**config.mk**
```make
export PLATFORM = sky130hd
export DESIGN_NAME = attitude_classifier
export DESIGN_NICKNAME = d
export VERILOG_FILES = /design/src/rtl/attitude_pkg.sv /design/src/rtl/axis_hysteresis.sv /design/src/rtl/attitude_classifier.sv
export SDC_FILE = /design/constraint.sdc
export NUM_CORES = 1
export LEC_CHECK = 0
export CAP_MARGIN = 10
export CORE_AREA = 4 4 97 99
export DETAILED_ROUTE_END_ITERATION = 6
export DIE_AREA = 0 0 101 103
export PLACE_DENSITY_LB_ADDON = 0.3
export SLEW_MARGIN = 20
export SYNTH_ARGS = -nofsm -noshare
export SYNTH_HDL_FRONTEND = slang
export SYNTH_SLANG_ARGS = --single-unit
export TNS_END_PERCENT = 20
```
**constraint.sdc**
```tcl
create_clock -name i_Clk -period 5 [get_ports i_Clk]
set_input_delay 1 -clock i_Clk [delete_from_list [all_inputs] [get_ports i_Clk]]
set_output_delay 1 -clock i_Clk [all_outputs]
set_load 0.005 [all_outputs]
```
**src/rtl/attitude_pkg.sv**
```systemverilog
// Shared constants for the attitude classifier.
// Code bit positions and the default hysteresis thresholds.
package attitude_pkg;

  localparam int ROLL_SGN   = 3;
  localparam int PITCH_SGN  = 2;
  localparam int ROLL_OVER  = 1;
  localparam int PITCH_OVER = 0;

  localparam logic [15:0] THRESH_ON_DEF  = 16'd1820;
  localparam logic [15:0] THRESH_OFF_DEF = 16'd1456;

endpackage

```
**src/rtl/axis_hysteresis.sv**
```systemverilog
// One axis: registered sign and saturated magnitude,
// plus the hysteresis candidate for its over bit.
import attitude_pkg::*;

module axis_hysteresis #(
  parameter logic [15:0] THRESH_ON  = THRESH_ON_DEF,
  parameter logic [15:0] THRESH_OFF = THRESH_OFF_DEF
) (
  input  logic        clk_i,
  input  logic        rst_i,
  input  logic        valid_i,
  input  logic [15:0] sample_i,
  input  logic        over_i,
  output logic        sgn_o,
  output logic        over_o
);

  logic [15:0] mag_q, mag_d;
  logic        sgn_q, sgn_d;

  always_comb begin
    mag_d = mag_q;
    sgn_d = sgn_q;
    if (valid_i) begin
      sgn_d = sample_i[15];
      if (!sample_i[15])
        mag_d = sample_i;
      else if (sample_i == 16'h8000)
        mag_d = 16'h7FFF;
      else
        mag_d = ~sample_i + 16'd1;
    end
  end

  always_ff @(posedge clk_i or posedge rst_i) begin
    if (rst_i) begin
      mag_q <= '0;
      sgn_q <= 1'b0;
    end else begin
      mag_q <= mag_d;
      sgn_q <= sgn_d;
    end
  end

  always_comb begin
    over_o = over_i;
    if (!over_i && mag_q > THRESH_ON)
      over_o = 1'b1;
    else if (over_i && mag_q < THRESH_OFF)
      over_o = 1'b0;
  end

  assign sgn_o = sgn_q;

endmodule

```
**src/rtl/attitude_classifier.sv**
```systemverilog
// Roll/pitch attitude classifier: per-axis hysteresis,
// debounce over accepted samples, and a staleness timeout.
import attitude_pkg::*;

module attitude_classifier #(
  parameter logic [15:0] THRESH_ON      = THRESH_ON_DEF,
  parameter logic [15:0] THRESH_OFF     = THRESH_OFF_DEF,
  parameter int          HOLD_COUNT     = 4,
  parameter int          TIMEOUT_CYCLES = 2_500_000
) (
  input  logic        i_Clk,
  input  logic        i_Rst,
  input  logic        i_Valid,
  input  logic [15:0] i_Roll,
  input  logic [15:0] i_Pitch,
  output logic [3:0]  o_Attitude,
  output logic        o_Changed,
  output logic        o_Stale
);

  localparam int TW = $clog2(TIMEOUT_CYCLES + 1);
  localparam logic [TW-1:0] TMO_LAST = TW'(TIMEOUT_CYCLES - 1);
  localparam logic [TW-1:0] TMO_MAX  = TW'(TIMEOUT_CYCLES);
  localparam logic [3:0]    HOLD     = 4'(HOLD_COUNT);

  logic          s1_vld_q, s2_vld_q;
  logic [3:0]    cand_q, cand_d;
  logic [3:0]    att_q, att_d;
  logic [3:0]    pend_q, pend_d;
  logic [3:0]    cnt_q, cnt_d;
  logic [TW-1:0] tmo_q, tmo_d;
  logic          chg_q, chg_d;
  logic          stale_q, stale_d;
  logic          r_sgn, r_over, p_sgn, p_over;

  // Over bits see the commit made on this same edge,
  // so back-to-back samples behave strictly in order.
  axis_hysteresis #(
    .THRESH_ON (THRESH_ON),
    .THRESH_OFF(THRESH_OFF)
  ) u_roll (
    .clk_i   (i_Clk),
    .rst_i   (i_Rst),
    .valid_i (i_Valid),
    .sample_i(i_Roll),
    .over_i  (att_d[ROLL_OVER]),
    .sgn_o   (r_sgn),
    .over_o  (r_over)
  );

  axis_hysteresis #(
    .THRESH_ON (THRESH_ON),
    .THRESH_OFF(THRESH_OFF)
  ) u_pitch (
    .clk_i   (i_Clk),
    .rst_i   (i_Rst),
    .valid_i (i_Valid),
    .sample_i(i_Pitch),
    .over_i  (att_d[PITCH_OVER]),
    .sgn_o   (p_sgn),
    .over_o  (p_over)
  );

  always_comb begin
    cand_d             = '0;
    cand_d[ROLL_SGN]   = r_sgn;
    cand_d[PITCH_SGN]  = p_sgn;
    cand_d[ROLL_OVER]  = r_over;
    cand_d[PITCH_OVER] = p_over;
  end

  always_comb begin
    att_d   = att_q;
    pend_d  = pend_q;
    cnt_d   = cnt_q;
    chg_d   = 1'b0;
    stale_d = stale_q;
    tmo_d   = tmo_q;
    if (s2_vld_q) begin
      stale_d = 1'b0;
      if (cand_q == att_q) begin
        pend_d = cand_q;
        cnt_d  = '0;
      end else if (cand_q != pend_q) begin
        pend_d = cand_q;
        cnt_d  = 4'd1;
      end else if (cnt_q + 4'd1 == HOLD) begin
        att_d = cand_q;
        cnt_d = '0;
        chg_d = 1'b1;
      end else begin
        cnt_d = cnt_q + 4'd1;
      end
    end
    if (i_Valid) begin
      tmo_d = '0;
    end else if (tmo_q == TMO_LAST) begin
      tmo_d   = TMO_MAX;
      stale_d = 1'b1;
      att_d   = '0;
      pend_d  = '0;
      cnt_d   = '0;
      chg_d   = (att_q != 4'd0);
    end else if (tmo_q != TMO_MAX) begin
      tmo_d = tmo_q + TW'(1);
    end
  end

  always_ff @(posedge i_Clk or posedge i_Rst) begin
    if (i_Rst) begin
      s1_vld_q <= 1'b0;
      s2_vld_q <= 1'b0;
      cand_q   <= '0;
      att_q    <= '0;
      pend_q   <= '0;
      cnt_q    <= '0;
      tmo_q    <= '0;
      chg_q    <= 1'b0;
      stale_q  <= 1'b1;
    end else begin
      s1_vld_q <= i_Valid;
      s2_vld_q <= s1_vld_q;
      cand_q   <= cand_d;
      att_q    <= att_d;
      pend_q   <= pend_d;
      cnt_q    <= cnt_d;
      tmo_q    <= tmo_d;
      chg_q    <= chg_d;
      stale_q  <= stale_d;
    end
  end

  assign o_Attitude = att_q;
  assign o_Changed  = chg_q;
  assign o_Stale    = stale_q;

endmodule

```
==> impl_metrics.yaml, run 1 <==
setup_path:
  worstReg2RegStart: "cand_q[1]"
  crit_type: "primary input to flop"
  startpoint_type: "primary input"
  end_kind: "flop"
  required_ps: 5230
  rr_endpoint: "cand_q[1]"
  reg2regPathDepth: 6
  cp_max_fo: 6
  crit_arrival_ps: 3480
  r2r_setup_slack_ps: 2550
route:
  dr.pass1.iters: 4
  vias: 3238
  detailedRoute.firstIterationViolations: 81
  wirelength_um: 8109
  drc_errors: 0
  vias_per_cell: 5.397
  detail_route.wl_per_cell_um: 13.52
  antenna_left: 0
pwr:
  power.switching_mw: 0.3592
  p_clk_share_pct: 35.9
  power_mw: 1.419
  p_leak_nw: 1.964
  combPwrFrac_pct: 14.5
  intPower_mw: 1.060
  swShare_pct: 25.31
  p_per_area_nw_per_um2: 293.1
  seqPwrFrac_pct: 49.7
  peakVddDrop_mv: 0.1665
outcome:
  outcome: "finished, final reports clean"
logic_synthesis:
  syn_inst: 450
  async_flop_share_pct: 100.0
  synth_edf_count: 0
  yosys-top-cells-area: "dfrtp_1 (45%), nor2_1 (7.0%), xor2_1 (5.3%)"
  syn_area_sq_um: 4141
  synth-xor-area-share_pct: 10.36
  ys_ff_latch: 76
  yosysTopAreaCell: "dfrtp_1"
  avgSynthCellArea_sq_um: 9.203
  synth_fa_ha_area_share_pct: 1.813
  yosys.area_share.simple_pct: 21.99
  muxShareOfSynthArea_pct: 4.230
  synth_top_family_by_area: "simple AND/OR/NAND/NOR gates"
  synth_flop_cell: "dfrtp_1"
  netlist.area_leader.share_pct: 45.32
  synth-seq-area-share_pct: 45.95
  ys_types: 49
  yosysWarnings: 0
  synth-compound-area-share_pct: 12.51
  syn_nets: 491
clock_tree:
  cts_root_buffer: "clkbuf_8"
  cts_tree: "yes"
  cts_max_level: 3
  cts.repair.resized: 0
  holdBufCountCts: 0
  clockBufferDepth: 2
  clkSlewWorstSetupHoldPaths_ps: 70
  cts_setup_buffers: 0
  cts_num_sinks: 76
  clock_latency_ps: 350
  cts_buffers: 9
sta:
  max_slew_margin_pct: 32.40
  setup_viol: 0
  fin_tns_setup_ps: 0
  rsz0062_at_grt: "no"
  post-route-period-util_pct: 64.96
  drv_slew: 0
  fin_crit_ps: 3248
  fin_worst_skew_ps: 10.34
  tightest_slew_ps: 1012
  fmaxAchievable_ghz: 0.3079
  finalHoldViolCount: 0
floorplan:
  die_h_um: 103
  coreArea_sq_um: 8551
  die_w_um: 101
  start_util_pct: 48.43
  ios: 41
  rows: 34
  dieArea_sq_um: 10400
grt:
  grt_pass1_wl_um: 14080
  grt_max_degree: 46
  grt_usage_pct: 16.77
  antenna_found_initial: 0
  grt-ovfl-total: 0
  grt_pass1_vias: 3106
final_layout:
  mostFrequentLayoutCells: "nor2_1 (77), dfrtp_1 (75), clkdlybuf4s50_1 (39)"
  final_nets: 528
  diodes: 0
  drive_above_1_share_pct: 7.317
  syn2layout_area_growth_pct: 16.92
  layout_commonest_cell: "nor2_1"
place:
  routabilityCongestion: 0.8326
  port_buffers: 40
  dp_hpwl_um: 5957
min_path:
  hold_depth: 0
  min_to: "s2_vld_q"
  min_path_type: "flop to flop"
  hp-start: "s1_vld_q"
flow_run:
  drv_cap: 0
layout make-up:
cell class / count / area [sq um]
fill: 766 / 3709
multi-input combinational: 341 / 2108
sequential: 76 / 1903
timing repair buffer: 43 / 417.9
clock buffer: 12 / 145.1
tap: 108 / 135.1
clock inverter: 4 / 72.57
inverter: 16 / 60.06
Yosys cell counts (all sizes together) (6+ instances only):
library cell	number
nor2	77
dfrtp	75
nand2	33
a21oi	30
xor2	25
xnor2	24
o21ai	18
inv	16
clkbuf	14
nand3	13
a31oi	10
nor3	10
mux2	9
nand4	9
mux2i	7
nor2b	7
nor4	7
and3	6
ha	6
registers in the layout (all words and copies together), names as in the netlist, 4 cells and up:
| name | cells |
|---|---|
| cand_q | 4 |
| cnt_q | 4 |
| o_Attitude | 4 |
| pend_q | 4 |
| tmo_q | 22 |
| u_pitch.mag_q | 16 |
| u_roll.mag_q | 16 |
through the flow:
step	instances	utilization [%]	instance area (sq um)	worst slack (ps)	hold WS (ps)
3_3_place_gp	584	54.08	4624	1437	335.9
4_1_cts	600	56.63	4842	1770	355.5
5_1_grt	600	56.63	4842	1616	360.6
3_5_place_dp	584	54.08	4624	1405	338.7
6_report	600	56.63	4842	1752	352.7
2_1_floorplan	450	-	4141	1989	331.2
power by group through the flow:
stage	registers, mW	logic (mW)	clock network (mW)
CTS	0.705	0.208	0.519
detailed placement	0.717	0.207	0
floorplan	0.705	0.136	0
finish	0.705	0.205	0.509
global route	0.713	0.232	0.546
global placement	0.715	0.202	0
how the worst max path moves through the flow:
| stage | depth (start not counted) | from | slack, ps | end |
|---|---|---|---|---|
| global placement | 7 | i_Roll[6] | 1440 | u_roll.mag_q[13] |
| floorplan | 6 | i_Roll[7] | 1990 | u_roll.mag_q[13] |
| detailed placement | 7 | i_Roll[6] | 1410 | u_roll.mag_q[13] |
| CTS | 7 | i_Roll[6] | 1770 | u_roll.mag_q[13] |
| finish | 7 | i_Roll[6] | 1750 | u_roll.mag_q[13] |
| global route | 7 | i_Roll[15] | 1620 | u_roll.mag_q[1] |
metal layers:
layer / track usage (%) / vias to the layer above / wire length (um)
met1: 22.39 / 1535 / 3948
met5: 0 / - / 0
met3: 3.518 / 9 / 269
met4: 6.033 / 0 / 113
li1: - / 1650 / -
met2: 27.14 / 44 / 3778
critical path, cell delays in order:
cell             delay (ps)
clkdlybuf4s50_1         480
or4_4                   550
or3_4                   380
or4_4                   500
a211oi_2                220
a31oi_1                  60
mux2_4                  290
cell families (layout without fill, tap and decap cells):
| logic type | count (synthesis) | in the layout |
|---|---|---|
| AO/OA/AOI/OAI | 84 | 84 |
| XOR/XNOR | 49 | 49 |
| adder cells (fa/ha/maj) | 6 | 6 |
| buffers and inverters | 33 | 75 |
| flip-flops | 76 | 76 |
| multiplexers | 16 | 16 |
| AND/OR/NAND/NOR | 186 | 186 |
Power figures use the tool's default switching activity.
==> inputs of run 2 (changes only) <==
==> constraint.sdc (replaced) <==
create_clock -name i_Clk -period 3 [get_ports i_Clk]
set_input_delay 0.6 -clock i_Clk [delete_from_list [all_inputs] [get_ports i_Clk]]
set_output_delay 0.6 -clock i_Clk [all_outputs]
set_load 0.005 [all_outputs]
==> impl_metrics.yaml, run 2 (synthesis gave the netlist of run 1 again) <==
outcome:
  outcome: "finished, final reports clean"
setup_path:
  crit_slowest_cell: "or4_4"
  critPathMaxStageDelay_ps: 550
  cp_common_cell: "or4_4"
  required_ps: 3230
  worstReg2RegStart: "cand_q[0]"
  crit_arrival_ps: 2990
  cp_max_fo: 6
  crit_buf_inv: 1
  end_kind: "flop"
  setup.worst_path.start: "i_Roll[7]"
  crit_type: "primary input to flop"
  worstPathCellList: "clkdlybuf4s50_1 -> or4_4 -> or3_4 -> or4_4 -> a211oi_2 -> a31oi_1 -> mux2_4"
  crit_family: "simple AND/OR/NAND/NOR gates"
  startpoint_type: "primary input"
sta:
  max_slew_margin_pct: 35.97
  rsz0062_at_grt: "no"
  fin_tns_setup_ps: 0
  fin_worst_skew_ps: 10.44
  hold_ws_ps: 351.5
  fmaxAchievable_ghz: 0.3615
  setup_viol: 0
  fin_crit_ps: 2767
  tightest_slew_ps: 958.4
  finalHoldViolCount: 0
  drv_slew: 0
  post-route-period-util_pct: 92.22
  final.setup.worst_slack_ps: 233.5
route:
  vias_per_cell: 5.447
  antenna_left: 0
  detailedRoute.firstIterationViolations: 127
  vias: 3339
  dr.pass1.iters: 4
  detail_route.wl_per_cell_um: 13.68
  wirelength_um: 8383
  drc_errors: 0
floorplan:
  die_h_um: 103
  start_util_pct: 48.43
  rows: 34
  dieArea_sq_um: 10400
  coreArea_sq_um: 8551
  ios: 41
  die_w_um: 101
final_layout:
  syn2layout_area_growth_pct: 19.21
  largest_reg_flops: 22
  drive_above_1_share_pct: 9.901
  instances_no_fill: 613
  mostFrequentLayoutCells: "nor2_1 (77), dfrtp_1 (75), clkdlybuf4s50_1 (39)"
  layout_commonest_cell: "nor2_1"
  design_area_sq_um: 4937
  final_nets: 541
  largest_register: "tmo_q"
  num-fill-cells: 779
  final_core_util_pct: 57.74
  largestRegisters: "tmo_q x22, u_pitch.mag_q x16, u_roll.mag_q x16"
  diodes: 0
  seqCellArea_sq_um: 1903
  multi_input_area_sq_um: 2108
pwr:
  peakVddDrop_mv: 0.3064
  combPwrFrac_pct: 15.2
  p_leak_nw: 2.029
  seqPwrFrac_pct: 50.8
  intPower_mw: 1.712
  p_per_area_nw_per_um2: 468.1
  swShare_pct: 25.94
  power.switching_mw: 0.5997
  power_mw: 2.311
  p_clk_share_pct: 33.9
clock_tree:
  clock_latency_ps: 340
  cts_setup_buffers: 0
  cts_buffers: 9
  cts_root_buffer: "clkbuf_8"
  cts_max_level: 3
  holdBufCountCts: 0
  clkSlewWorstSetupHoldPaths_ps: 70
  clockBufferDepth: 2
  cts.repair.resized: 0
  cts_tree: "yes"
  cts_num_sinks: 76
grt:
  antenna_found_initial: 0
  busiest_layer: "met2"
  grt_usage_pct: 17.41
  grt_pass1_vias: 3232
  grt_max_degree: 72
  grt_use_met3_pct: 3.924
  grt-ovfl-total: 0
  grt_pass1_wl_um: 14570
  grtUsageMet2_pct: 29.16
  grt_util_met1_pct: 22.76
place:
  dp.cells: 597
  dp_hpwl_um: 6178
  routabilityCongestion: 0.9195
  place_ws_ps: -131.6
  port_buffers: 40
  placed_area_sq_um: 4735
flow_run:
  drv_cap: 0
min_path:
  hp-start: "s1_vld_q"
  min_path_type: "flop to flop"
==> run 2: power by group through the flow <==
stage                     Clock (mW)  Sequential, mW  Combinational, mW
final                          0.784            1.17              0.352
after global placement             0            1.19              0.347
after detailed placement           0            1.19              0.356
after floorplan                    0            1.18              0.227
after CTS                      0.805            1.17              0.358
after global routing           0.857            1.19              0.399
==> run 2: cell type report <==
cell class / instances / share of cell area [%]
multi-input combinational: 341 / 42.70
sequential: 76 / 38.55
timing repair buffer: 56 / 10.69
clock buffer: 12 / 3.142
tap: 108 / 2.737
inverter: 16 / 1.216
clock inverter: 4 / 0.9630
==> run 2: routing by layer <==
metal  routed length (um)  vias to the layer above  part of all wire, %
li1                     -                     1676                    -
met1                 3938                     1595                   47
met2                 3984                       56                   48
met3                  336                       12                  4.0
met4                  124                        0                  1.5
met5                    0                        -                    0
==> run 2: path summary, 6_finish.rpt <==
path	slack [ps]	endpoint	cells past startpoint
worst min-delay path	350	s2_vld_q	0
min in group asynchronous	560	u_pitch.mag_q[14]	2
worst max register to register	600	cand_q[1]	6
worst min register to register	350	s2_vld_q	0
worst max-delay path	230	u_roll.mag_q[13]	7
max in group asynchronous	1710	o_Stale	3
==> run 2: worst register-to-register path, delay by kind of cell, from the launching register on <==
kind	cells	cell delay [ps]
flops	1	430
xor+xnor	1	180
simple gates	3	1160
mux	2	550
